[src/rtl/chk_pkg.sv]
// Shared widths, defaults and state encoding for the D-cache write checker.
package chk_pkg;

  localparam int unsigned ADDR_W = 30;
  localparam int unsigned DATA_W = 32;
  localparam int unsigned DUR_W  = 16;
  localparam int unsigned ERR_W  = 8;
  localparam int unsigned OFF_W  = 6;

  localparam logic [DATA_W-1:0] END_MAGIC_DEF = 32'h0000_DEAD;
  localparam logic [DUR_W-1:0]  TIMEOUT_DEF   = 16'd10000;

  // Golden pattern: base plus a per-offset stride, distinct for all 64 offsets.
  localparam logic [DATA_W-1:0] GOLD_BASE = 32'hC0DE_0000;
  localparam logic [DATA_W-1:0] GOLD_STEP = 32'd4099;

  typedef enum logic [1:0] {
    ST_RUN  = 2'd0,
    ST_SCAN = 2'd1,
    ST_DONE = 2'd2
  } chk_state_e;

endpackage

[src/rtl/chk_golden_rom.sv]
// Combinational expected-data lookup indexed by result offset.
module chk_golden_rom
  import chk_pkg::*;
(
  input  logic [OFF_W-1:0]  offset,
  output logic [DATA_W-1:0] data_c
);

  // Expected word for the given offset.
  always_comb begin
    data_c = GOLD_BASE + DATA_W'(offset) * GOLD_STEP;
  end

endmodule

[config.mk]
export PLATFORM = sky130hd
export DESIGN_NAME = chk_golden_rom
export DESIGN_NICKNAME = d
export VERILOG_FILES = /design/src/rtl/chk_pkg.sv /design/src/rtl/chk_golden_rom.sv
export SDC_FILE = /design/constraint.sdc
export NUM_CORES = 1
export LEC_CHECK = 0
export ABC_AREA = 1
export ABC_CLOCK_PERIOD_IN_PS = 3200
export CAP_MARGIN = 20
export CELL_PAD_IN_SITES_DETAIL_PLACEMENT = 0
export CELL_PAD_IN_SITES_GLOBAL_PLACEMENT = 1
export CORE_ASPECT_RATIO = 0.8
export CORE_UTILIZATION = 23
export DETAILED_ROUTE_END_ITERATION = 8
export GPL_TIMING_DRIVEN = 1
export PLACE_DENSITY = 0.88
export REMOVE_ABC_BUFFERS = 1
export SLEW_MARGIN = 15
export SYNTH_ARGS = -nofsm -noshare
export SYNTH_HDL_FRONTEND = slang
export SYNTH_SLANG_ARGS = --single-unit
[constraint.sdc]
create_clock -name vclk -period 3.2
set_clock_uncertainty 0.05 [all_clocks]
set_input_delay 0.64 -clock vclk [all_inputs]
set_output_delay 0.64 -clock vclk [all_outputs]
set_load 0.03 [all_outputs]
==> results.ini <==
[status]
status = complete, no violations

[worst_setup_path]
slowest_stage = fa_2
worstSetupStartpointType = input pin
crit_top_cell = nand2_1
cp_max_fo = 3
critPathRequiredTime_ps = 2510
cp-end-kind = output pin
path_cells = dlygate4sd2_1, ha_1, ha_4, ha_4, fa_2, nand2_2, nand2_1, nand2_1, nand2_1, nand2_1, buf_6
critical_path_class = input pin to output pin
critPathArrivalTime_ps = 2420
max_stage_delay_ps = 350

[floorplanning]
die-area_sq_mm = 0.002385
die_y_um = 43.88
design.portCount = 38
core_sq_mm = 0.001962
start_util_pct = 25.70
die_x_um = 54.35
core.rowCount = 14

[finish]
seq_area_sq_um = 0
drive_gt1_share_pct = 25.00
finalNetCount = 112
final.clkbuf_count = 0
final_util_pct = 38.65
diodes = 0
n_fill_cell = 215
syn2layout_area_growth_pct = 50.37
instances_no_fill = 112
seq_cells = 0

[detailed_routing]
vias = 419
drc_errors = 0
drt_iter0_markers = 1
wl_um = 888
dr.pass1.iters = 2
wl_per_cell_um = 7.929
drt.antenna.violating_nets = 0
vias_per_cell = 3.741

[grt]
grt_use_total_pct = 6.775
overflow = 0
antenna_found_initial = 0
grt_pass1_wl_um = 1262
grt_pass1_vias = 347
grt_max_degree = 6

[power]
p_int_mw = 0.07498
clkPwrFrac_pct = 0
switching_share_pct = 60.29
p_leak_nw = 0.4101
irDropWorstVdd_mv = 0.1631
total_power_mw = 0.1888
p_comb_share_pct = 100.0
p_sw_mw = 0.1138
pwr_density_cell_mw_per_mm2 = 249.0
seqPwrFrac_pct = 0

[yosys]
netlist_instances = 68
yosysTopAreaCellShare_pct = 37.22
synth_area_sq_um = 504.2
yosysWarnings = 0
avgSynthCellArea_sq_um = 7.415
netlist_top_cells_count = 23 x buf_4, 15 x ha_1, 11 x nand2_1
synthMostInstantiatedCell = buf_4
synth_cell_types = 11
synth.area.top_cells = ha_1 37%, buf_4 34%, nand2_1 8.2%
yosys.area.top_type = ha_1
yosysSeqAreaShare_pct = 0

[place]
gp_congestion = 0.6573
place_inst = 112
place_hpwl_um = 718.2
port_buffers = 25

[timing]
fin_crit_ps = 3114
drv_slew = 0
setup_viol = 0
finalHoldViolations = 0
period_share_pct = 97.33
clock.fmax_mhz = 321.1

[worst_hold_path]
hold_class = input pin to output pin

[job]
maxCapViolCount = 0

## repair_timing
| item | 4_1_cts | 5_1_grt |
|---|---|---|
| setup buffers | 0 | 0 |
| hold buffers | 0 | 0 |
| endpoints found under the setup margin | 5 | 3 |
| resized for setup | 11 | 6 |
| pin swaps | 2 | 3 |
## per-layer routing
metal	vias up	part of all wire (%)	global-route usage, %
li1	220	-	-
met1	178	40	8.454
met2	21	53	13.17
met3	0	6.6	0.3509
met4	0	0	0
met5	-	0	0
## cell type report
class              instances  area [sq um]  area share (%)
repair buffers            32         292.8           38.61
multi-input cells         48         405.4           53.47
well taps                 24         30.03           3.960
inverters                  8         30.03           3.960
## final timing paths
path,start,slack (ps),cells after the start,end
worst max-delay path,offset[3],90,11,data_c[7]
worst min-delay path,offset[5],2000,6,data_c[7]
## worst max-delay path: cells and delay by family
kind / cells / cell delay [ps]
fa+ha+maj: 4 / 1080
buf+inv: 2 / 400
simple gates: 5 / 300
## kinds of logic after synthesis
family | Yosys count | synth area share (%)
AND/OR/NAND/NOR | 17 | 14.39
buffers and inverters | 31 | 40.20
AO/OA/AOI/OAI | 1 | 0.9916
XOR/XNOR | 1 | 1.737
other | 2 | 1.489
adder cells (fa/ha/maj) | 16 | 41.19
## per-stage QoR
| step | setup slack (ps) | TNS (ps) | area, sq um | hold slack [ps] |
|---|---|---|---|---|
| after floorplan | 206.1 | 0 | 372.9 | 1230 |
| after global placement | -277.2 | -712.4 | 690.7 | 2258 |
| after detailed placement | -304.3 | -756.4 | 690.7 | 2271 |
| after CTS | 38.31 | 0 | 732.0 | 2053 |
| after global routing | -2.951 | -5.096 | 758.2 | 2076 |
| final | 85.56 | 0 | 758.2 | 2000 |
## cell usage in the layout (no fill, tap or decap), drive strengths merged
master         count
nand3b             1
inv                8
buf               13
nor2               1
ha                15
a21oi              1
dlymetal6s2s       1
dlygate4sd2        4
nand2             11
nand3              4
clkdlybuf4s50     14
fa                 1
conb              13
xor2               1
## power by group through the flow
| stage | clock network (mW) | registers, mW | logic (mW) |
|---|---|---|---|
| 3_5_place_dp | 0 | 0 | 0.175 |
| 2_1_floorplan | 0 | 0 | 0.105 |
| 3_3_place_gp | 0 | 0 | 0.174 |
| 6_report | 0 | 0 | 0.189 |
| 5_1_grt | 0 | 0 | 0.204 |
| 4_1_cts | 0 | 0 | 0.187 |
(Power assumes the default switching activity.)
